$ cat src/rtl/arb_pkg.sv
// Shared types and helpers for the request arbiter.
//   arb_state_e   : two-state arbiter FSM encoding (IDLE, GRANT)
//   MAX_REQ       : widest request vector the index helper can encode
//   onehot_to_idx : binary index of a one-hot vector (0 for an all-zero vector)
package arb_pkg;

  typedef enum logic {
    IDLE  = 1'b0,
    GRANT = 1'b1
  } arb_state_e;

  localparam int unsigned MAX_REQ = 64;

  // OR of the indices of all set bits: exact for a one-hot input, a plain
  // OR tree in hardware with no priority chain.
  function automatic int unsigned onehot_to_idx(input logic [MAX_REQ-1:0] oh);
    int unsigned idx;
    idx = 0;
    for (int unsigned i = 0; i < MAX_REQ; i++) begin
      if (oh[i]) idx = idx | i;
    end
    return idx;
  endfunction

endpackage

$ cat src/rtl/rotating_prio_enc.sv
// Combinational rotating priority encoder.
// Finds the first set bit of req searching downward from ptr with wrap-around
// (ptr, ptr-1, .., 0, N_REQ-1, .., ptr+1). With ptr tied to N_REQ-1 it is a
// plain highest-index-wins priority encoder.
//   req    in  N_REQ  request vector
//   ptr    in  IDX_W  highest-priority index for this search (< N_REQ)
//   onehot out N_REQ  one-hot winner, zero when nothing is requested
//   idx    out IDX_W  binary winner index, zero when nothing is requested
//   found  out 1      at least one request is set
module rotating_prio_enc
  import arb_pkg::*;
#(
  parameter  int unsigned N_REQ = 8,
  localparam int unsigned IDX_W = $clog2(N_REQ)
) (
  input  logic [N_REQ-1:0] req,
  input  logic [IDX_W-1:0] ptr,
  output logic [N_REQ-1:0] onehot,
  output logic [IDX_W-1:0] idx,
  output logic             found
);

  localparam int unsigned DW = 2 * N_REQ;

  logic [DW-1:0]  dbl;
  logic [DW-1:0]  mask;
  logic [DW-1:0]  masked;
  logic [DW-1:0]  rev;
  logic [DW-1:0]  rev_low;
  logic [DW-1:0]  hit;
  logic [IDX_W:0] shamt;

  // In {req, req} the downward wrapped search order starting at ptr is simply
  // descending bit order starting at ptr+N_REQ. Masking off everything above
  // ptr+N_REQ turns the rotating search into "highest set bit".
  assign dbl    = {req, req};
  assign shamt  = (IDX_W+1)'(N_REQ - 1) - {1'b0, ptr};
  assign mask   = {DW{1'b1}} >> shamt;
  assign masked = dbl & mask;

  // Highest set bit via bit reversal and the x & -x lowest-bit isolate.
  always_comb begin
    rev = '0;
    for (int unsigned i = 0; i < DW; i++) begin
      rev[i] = masked[DW-1-i];
    end
  end

  assign rev_low = rev & (~rev + DW'(1));

  always_comb begin
    hit = '0;
    for (int unsigned i = 0; i < DW; i++) begin
      hit[i] = rev_low[DW-1-i];
    end
  end

  // Only one bit of hit is set, in either half; fold both halves together.
  assign onehot = hit[DW-1:N_REQ] | hit[N_REQ-1:0];
  assign idx    = IDX_W'(onehot_to_idx(MAX_REQ'(onehot)));
  assign found  = |req;

endmodule

$ cat src/rtl/rr_priority_arbiter.sv
// N-way request arbiter with a registered, valid/ready-handshaked grant.
// RR_EN=0 : fixed priority, index N_REQ-1 highest.
// RR_EN=1 : round-robin; an accepted agent becomes lowest priority.
//   clk        in  1      rising-edge clock
//   rst        in  1      synchronous active-high reset
//   req        in  N_REQ  level-sensitive requests
//   gnt_ready  in  1      consumer accepts the presented grant
//   gnt_valid  out 1      grant is valid (registered)
//   gnt_onehot out N_REQ  one-hot grant, zero when not valid (registered)
//   gnt_idx    out IDX_W  winner index, zero when not valid (registered)
//   any_req    out 1      combinational OR of req
module rr_priority_arbiter
  import arb_pkg::*;
#(
  parameter  int unsigned N_REQ = 8,
  parameter  bit          RR_EN = 1'b1,
  localparam int unsigned IDX_W = $clog2(N_REQ)
) (
  input  logic             clk,
  input  logic             rst,
  input  logic [N_REQ-1:0] req,
  input  logic             gnt_ready,
  output logic             gnt_valid,
  output logic [N_REQ-1:0] gnt_onehot,
  output logic [IDX_W-1:0] gnt_idx,
  output logic             any_req
);

  localparam logic [IDX_W-1:0] LAST_IDX = IDX_W'(N_REQ - 1);

  arb_state_e       state_q;
  logic [IDX_W-1:0] ptr_q;
  logic [IDX_W-1:0] ptr_nxt;
  logic [IDX_W-1:0] enc_ptr;
  logic [N_REQ-1:0] gnt_onehot_q;
  logic [IDX_W-1:0] gnt_idx_q;
  logic [N_REQ-1:0] enc_onehot;
  logic [IDX_W-1:0] enc_idx;
  logic             enc_found;
  logic             handshake;

  assign handshake = (state_q == GRANT) && gnt_ready;

  // The pointer only moves on an accepted grant, and the re-arbitration in
  // that same cycle already searches from the moved pointer, so the encoder
  // is fed the next-state pointer rather than the registered one.
  always_comb begin
    ptr_nxt = ptr_q;
    if (RR_EN && handshake) begin
      ptr_nxt = (gnt_idx_q == '0) ? LAST_IDX : gnt_idx_q - IDX_W'(1);
    end
  end

  assign enc_ptr = RR_EN ? ptr_nxt : LAST_IDX;

  rotating_prio_enc #(
    .N_REQ (N_REQ)
  ) u_enc (
    .req    (req),
    .ptr    (enc_ptr),
    .onehot (enc_onehot),
    .idx    (enc_idx),
    .found  (enc_found)
  );

  always_ff @(posedge clk) begin
    if (rst) begin
      state_q      <= IDLE;
      ptr_q        <= LAST_IDX;
      gnt_onehot_q <= '0;
      gnt_idx_q    <= '0;
    end else begin
      ptr_q <= ptr_nxt;
      case (state_q)
        IDLE: begin
          if (enc_found) begin
            state_q      <= GRANT;
            gnt_onehot_q <= enc_onehot;
            gnt_idx_q    <= enc_idx;
          end
        end
        GRANT: begin
          // Sticky grant: held until accepted, regardless of req.
          if (gnt_ready) begin
            if (enc_found) begin
              gnt_onehot_q <= enc_onehot;
              gnt_idx_q    <= enc_idx;
            end else begin
              state_q      <= IDLE;
              gnt_onehot_q <= '0;
              gnt_idx_q    <= '0;
            end
          end
        end
        default: begin
          state_q      <= IDLE;
          gnt_onehot_q <= '0;
          gnt_idx_q    <= '0;
        end
      endcase
    end
  end

  assign gnt_valid  = (state_q == GRANT);
  assign gnt_onehot = gnt_onehot_q;
  assign gnt_idx    = gnt_idx_q;
  assign any_req    = |req;

endmodule

$ cat config.mk
export PLATFORM = sky130hd
export DESIGN_NAME = rr_priority_arbiter
export DESIGN_NICKNAME = d
export VERILOG_FILES = /design/src/rtl/arb_pkg.sv /design/src/rtl/rotating_prio_enc.sv /design/src/rtl/rr_priority_arbiter.sv
export SDC_FILE = /design/constraint.sdc
export NUM_CORES = 1
export LEC_CHECK = 0
export CAP_MARGIN = 20
export CELL_PAD_IN_SITES_DETAIL_PLACEMENT = 0
export CELL_PAD_IN_SITES_GLOBAL_PLACEMENT = 1
export CORE_MARGIN = 5
export CORE_UTILIZATION = 32
export CTS_BUF_LIST = sky130_fd_sc_hd__clkbuf_16
export CTS_CLUSTER_SIZE = 16
export DETAILED_ROUTE_END_ITERATION = 10
export PLACE_DENSITY_LB_ADDON = 0.1
export SLEW_MARGIN = 40
export SYNTH_ARGS = -nofsm -noshare
export SYNTH_HDL_FRONTEND = slang
export SYNTH_SLANG_ARGS = --single-unit
export TNS_END_PERCENT = 5
$ cat constraint.sdc
create_clock -name clk -period 2.1 [get_ports clk]
set_input_delay 0.315 -clock clk [delete_from_list [all_inputs] [get_ports clk]]
set_output_delay 0.315 -clock clk [all_outputs]
set_load 0.05 [all_outputs]
**Yosys cells after proc, flatten, opt, wreduce, memory -nomap -nowiden**

Index checks and enable logic that the tools add are counted.
W data, S select, Z words.

- Bitwise logic cells: 5
- Eq/ne operators: 2
- $add $sub $neg: 3
- Shift operators: 1
- Reduce and logical (&&, ||, !) cells: 4
- Multiplexer cells: 20

Operators by type and width:

| cell | count |
|---|---|
| $and A16 B16 Y16 | 2 |
| $mux W3 | 9 |
| $mux W8 | 3 |
| $add A16 B1 Y16 const B | 1 |
| $not A16 Y16 | 1 |
| $pmux W8 S2 | 1 |
| $shr A16 B4 Y16 const A | 1 |
| $or A8 B8 Y8 | 1 |
| $reduce_or A8 Y1 | 1 |
| $pmux W3 S2 | 1 |
| $mux W2 | 2 |
| $ne A2 B2 Y1 const B | 2 |
| $sub A3 B3 Y4 const A | 1 |
| $logic_not A3 Y1 | 1 |
| $mux W1 | 3 |
| $sub A3 B1 Y3 const B | 1 |
| $pmux W1 S2 | 1 |
| $reduce_and A2 Y1 | 1 |
| $logic_and A1 B1 Y1 | 1 |
| $not A1 Y1 | 1 |

- Bits in registers: 15
- Input bits: 11
- Word-level logic and storage cells: 39

**Logic depth before layout (Yosys ltp)**

- Depth after elaboration: 20
- Depth in mapped cells: 9
- Gate-level depth less buffers: 9

**Modules after synthesis**

Synthesis repeated with hierarchy kept, for this count alone.

- Cells, all modules: 117
- Area total of the unflattened synthesis: 952.2 µm²

Modules (own cells, without submodules):

| module | instances | area an instance (µm²) | cells an instance | seq. area each (µm²) |
|---|---|---|---|---|
| rr_priority_arbiter | 1 | 578.1 | 55 | 300.3 |
| rotating_prio_enc | 1 | 374.1 | 62 | 0.0 |

**Worst setup path before layout**

OpenSTA, ideal clock, no wires.

- Path kind: flip-flop to flip-flop
- Start: reg gnt_idx_q[0] (netlist: gnt_idx[0])
- End: reg gnt_idx_q[2] (netlist: gnt_idx[2])
- Buffers on the path: 0
- Setup time: 0.081 ns
- Arrival: 2.453 ns
- Required time: 2.019 ns
- Setup slack: -0.434 ns
- Stages on the path, launching flop included: 10
- Path through: dfxtp_1 inv_1 ha_1 ha_1 nand4b_1 o21ai_4 nor2_1 a2111oi_4 a41oi_1 a41oi_1

- Longest elaborated chain between the ends: 17
- Elaborated cells on any way between the ends: 19

RTL lines:

| item | line | text |
|---|---|---|
| start, declared | rr_priority_arbiter.sv:36 | `logic [IDX_W-1:0] gnt_idx_q;` |
| start signal, assigned | rr_priority_arbiter.sv:79 | `gnt_idx_q <= enc_idx;` |
| start signal, assigned | rr_priority_arbiter.sv:87 | `gnt_idx_q <= enc_idx;` |
| $sub A3 B1 Y3 / $logic_not A3 Y1 (equally long branches) | rr_priority_arbiter.sv:50 | `ptr_nxt = (gnt_idx_q == '0) ? LAST_IDX : gnt_idx_q - IDX_W'(1);` |
| $mux W3 * | rr_priority_arbiter.sv:50 |  |
| $mux W3 * | rr_priority_arbiter.sv:49 | `if (RR_EN && handshake) begin` |
| $sub A3 B3 Y4 * | rotating_prio_enc.sv:37 | `assign shamt = (IDX_W+1)'(N_REQ - 1) - {1'b0, ptr};` |
| $shr A16 B4 Y16 * | rotating_prio_enc.sv:38 | `assign mask = {DW{1'b1}} >> shamt;` |
| $and A16 B16 Y16 * | rotating_prio_enc.sv:39 | `assign masked = dbl & mask;` |
| $not A16 Y16 | rotating_prio_enc.sv:49 | `assign rev_low = rev & (~rev + DW'(1));` |
| $add A16 B1 Y16 | rotating_prio_enc.sv:49 |  |
| $and A16 B16 Y16 * | rotating_prio_enc.sv:49 |  |
| $or A8 B8 Y8 * | rotating_prio_enc.sv:59 | `assign onehot = hit[DW-1:N_REQ] \| hit[N_REQ-1:0];` |
| $mux W3 (3 in series) | arb_pkg.sv:20 | `if (oh[i]) idx = idx \| i;` |
| $mux W3 * | arb_pkg.sv:20 |  |
| $mux W3 | rr_priority_arbiter.sv:85 | `if (enc_found) begin` |
| $mux W3 | rr_priority_arbiter.sv:84 | `if (gnt_ready) begin` |
| $pmux W3 S2 * | rr_priority_arbiter.sv:74 | `case (state_q)` |

Every way passes the cells marked *; elsewhere a longest branch is shown, timed or not. The select of a mux whose other input is x is not followed.
A chain may end at the register's enable or synchronous reset.

**Worst setup path after layout**

- Start: reg gnt_idx_q[1] (netlist: gnt_idx[1])
- End: reg gnt_idx_q[0] (netlist: gnt_idx[0])

- Longest elaborated chain between the ends: 20
- Elaborated cells on any way between the ends: 22

RTL lines:

| item | line |
|---|---|
| $sub A3 B1 Y3 / $logic_not A3 Y1 (equally long branches) | rr_priority_arbiter.sv:50 |
| $mux W3 * | rr_priority_arbiter.sv:50 |
| $mux W3 * | rr_priority_arbiter.sv:49 |
| $sub A3 B3 Y4 * | rotating_prio_enc.sv:37 |
| $shr A16 B4 Y16 * | rotating_prio_enc.sv:38 |
| $and A16 B16 Y16 * | rotating_prio_enc.sv:39 |
| $not A16 Y16 | rotating_prio_enc.sv:49 |
| $add A16 B1 Y16 | rotating_prio_enc.sv:49 |
| $and A16 B16 Y16 * | rotating_prio_enc.sv:49 |
| $or A8 B8 Y8 * | rotating_prio_enc.sv:59 |
| $mux W1 | arb_pkg.sv:20 |
| $mux W2 (2 in series) | arb_pkg.sv:20 |
| $mux W3 (3 in series) | arb_pkg.sv:20 |
| $mux W3 * | arb_pkg.sv:20 |
| $mux W3 | rr_priority_arbiter.sv:85 |
| $mux W3 | rr_priority_arbiter.sv:84 |
| $pmux W3 S2 * | rr_priority_arbiter.sv:74 |

Marks and branches as above.

==> results.md <==
* Main flop type after synthesis: dfxtp_1
* Final WL at 3630 um
* Worst vdd ir at 0.000467 V
* CTS buffer count at 3
* Seq/Total Area, Yosys at 0.310
* Clock root buffer: clkbuf_16
* Area growth syn-to-layout at 89.8%
* Via Count at 1167
* Worst endpoint required time at 2.26 ns
* R2r setup slk at -0.03 ns
* Post-route insts no fill at 209
* DRT iter0 DRCs at 51
* Crit path cell chain: inv_2, ha_4, ha_4, nand4_1, a31oi_2, a31oi_4, a2111oi_4, buf_6, a32oi_4, a41oi_2
* CP startpoint kind: register
* Top-count cell post-synth: dfxtp_1
* Mapped Area at 970 um2
* CP arrival at 2.28 ns
* DP HPWL at 2560 um
* Placed cell count at 197
* Total power at 1.36 mW
* Num rows at 20
* 1st-pass router iterations at 4
* Status: finished, violations left
* H-Tree Depth at 1
* Nature of the critical path endpoint: register
* Crit-path slowest cell: dfxtp_4
* DP Worst Slack at -0.408 ns
* Hold Crit Class: register to register
* P_leak at 0.662 nW
* Core area at 2980 um2
* Reg2Reg Launch Point: gnt_idx[1]
* Final GP Congestion at 0.820
* Post-route ant nets at 0
* Pwr per Cell Area at 740 nW/um2
* Crit path capture: gnt_idx[0]
* Ratio of final minimum period to clock period at 1.01
* TritonCTS clock tree: built
* CP delay by family, top: compound AO/OA/AOI/OAI gates
* Syn avg cell area at 8.43 um2
* Slew margin rel. at 0.603
* Buf/Inv on CP at 2
* Clock Skew at 0.00196 ns
* Global-route usage over all layers at 0.172
* Largest net degree at the start of global routing at 16
* #FFs+latches synth at 15
* CTS clock-pin slew for the worst setup and hold paths at 0.05 ns
* I/O pin cnt at 24
* Post-synth top cells: 15 x dfxtp_1, 12 x nand2_1, 8 x a21oi_1, 7 x nor2_1
* Initial core utilization at 0.326
* Pins Over Slew Limit at 0
* Max-Cap Viols at 0
* Core Util, Final at 0.618
* Syn Nets at 128
* CP max FO at 5
* Max stage delay on crit path at 0.35 ns
* Post-synthesis cell type count at 43
* Die width at 65.0 um
* Worst setup margin at -0.0268 ns
* Port Buf Inserts at 23
* Setup TNS at -0.0670 ns
* Stages on worst setup path at 10
* Clock buffer depth at 2
* CP startpoint: gnt_idx[1]
* Area of the multi-input gates at 861 um2
* EDFF count, synth at 0
* Residual DRC at 0
* Setup Crit Path Kind: register to register
* Reg2Reg Capture Point: gnt_idx[0]
* Synth Instances at 115
* CP most frequent cell: ha_4
* Failing checks: negative setup slack
* DR WL/cell at 17.4 um
* Dominant cell type by area after synthesis: dfxtp_1
* Hold Violations, Final at 0
* Layout cells sized above 1 at 0.460
* Ys async rst share at 0
* Setup violators final at 3
* Top post-synthesis cells by area: dfxtp_1 31%, nand2_1 4.6%, a41oi_1 4.5%, a21oi_1 4.1%, a32oi_1 3.6%
* RSZ-0062 raised after global routing: yes
* Clock sinks at 15
* Worst r2r path cells at 10
* Slew @ Worst Pin at 0.594 ns
* Diodes inserted at 0
* FILL cells at 246
* Tmin final at 2.13 ns
* Final net count at 190
* Number of global-route vias before repair at 1220
* Yosys top cell area share at 0.310
* Clock Latency Late Sink at 0.25 ns
* Die Area at 4230 um2
* First-pass GRT wire length at 5710 um
* Hold_buf cts at 0
* Peak Freq at 470 MHz
* Via density at 5.58
* Register area at 310 um2
* Die Y at 65.0 um
* Synth warnings at 0
* Total gr overflow at 0
* Initial antenna violation count at 0
-- worst min-delay path by stage --
stage / from / to / slack [ns] / cells after the start
2_1_floorplan: rst / gnt_idx[0] / 0.38 / 1
6_report: gnt_onehot[4] / gnt_onehot[4] / 0.45 / 2
3_5_place_dp: gnt_onehot[4] / gnt_onehot[4] / 0.45 / 2
3_3_place_gp: gnt_onehot[0] / gnt_onehot[0] / 0.44 / 2
5_1_grt: gnt_onehot[0] / gnt_onehot[0] / 0.49 / 2
4_1_cts: gnt_onehot[4] / gnt_onehot[4] / 0.45 / 2
-- cells in the final DEF (no fill, tap or decap), drive strengths merged, types with 2 or more instances in the layout --
master	Yosys	final
buf	3	39
clkdlybuf4s50	0	21
dfxtp	15	15
nand2	13	13
a21oi	8	8
nor2	7	7
inv	5	6
o21ai	5	5
a41oi	5	5
nand3	4	4
a32oi	4	4
a31oi	4	4
nor3	4	4
a21o	3	3
nand2b	3	3
clkbuf	2	3
nand4b	2	2
nand4	2	2
nor2b	2	2
ha	2	2
nor4	2	2
and2	2	2
mux2i	1	2
a211oi	2	2
and3	2	2
a2111oi	2	2
-- tightest hold or removal path, delay by kind of cell, from the launching register on --
kind | cells | cell delay [ns]
AND/OR/NAND/NOR | 1 | 0.05
flip-flops | 1 | 0.30
AO/OA/AOI/OAI | 1 | 0.05
-- cells by family after synthesis --
| group | after synthesis | synth area share |
|---|---|---|
| compound gates | 40 | 0.333 |
| fa+ha+maj | 2 | 0.0258 |
| buf+inv | 10 | 0.0516 |
| flops | 15 | 0.310 |
| mux | 1 | 0.0103 |
| simple gates | 47 | 0.270 |
-- area by class of cell --
cell class	count	share of cell area
Sequential cell	15	0.169
Tap cell	33	0.0224
Multi-Input combinational cell	91	0.468
Inverter	5	0.0116
Timing Repair Buffer	61	0.287
Clock buffer	3	0.0408
Clock inverter	1	0.00204
-- layer usage --
layer	GRT usage	wire length [um]	up-vias
met2	0.275	1710	29
met5	0	0	-
li1	-	-	570
met3	0.0295	134	13
met4	0.109	143	0
met1	0.212	1650	555
-- timing repair --
item                                    CTS  global route
pin swaps                                 3             8
hold endpoints to repair                  0             0
buffers inserted                          2             5
gates cloned                              1             0
endpoints found under the setup margin   10            11
gates resized for setup                   5            21
-- sequential cells by signal, summed over array words and instances (netlist names) --
name	cells
gnt_valid	1
gnt_onehot	8
gnt_idx	3
ptr_q	3
-- metrics by stage --
stage | area [um2] | hold slack (ns)
2_1_floorplan | 1070 | 0.378
3_3_place_gp | 1560 | 0.441
3_5_place_dp | 1560 | 0.448
4_1_cts | 1680 | 0.454
5_1_grt | 1840 | 0.486
6_report | 1840 | 0.451
-- power by group --
group | leakage [nW] | switching, mW | internal, mW | total, mW
Sequential | 0.124 | 0.0237 | 0.317 | 0.340
Clock | 0.0423 | 0.124 | 0.253 | 0.377
Combinational | 0.495 | 0.358 | 0.288 | 0.646
(Power assumes the default switching activity.)
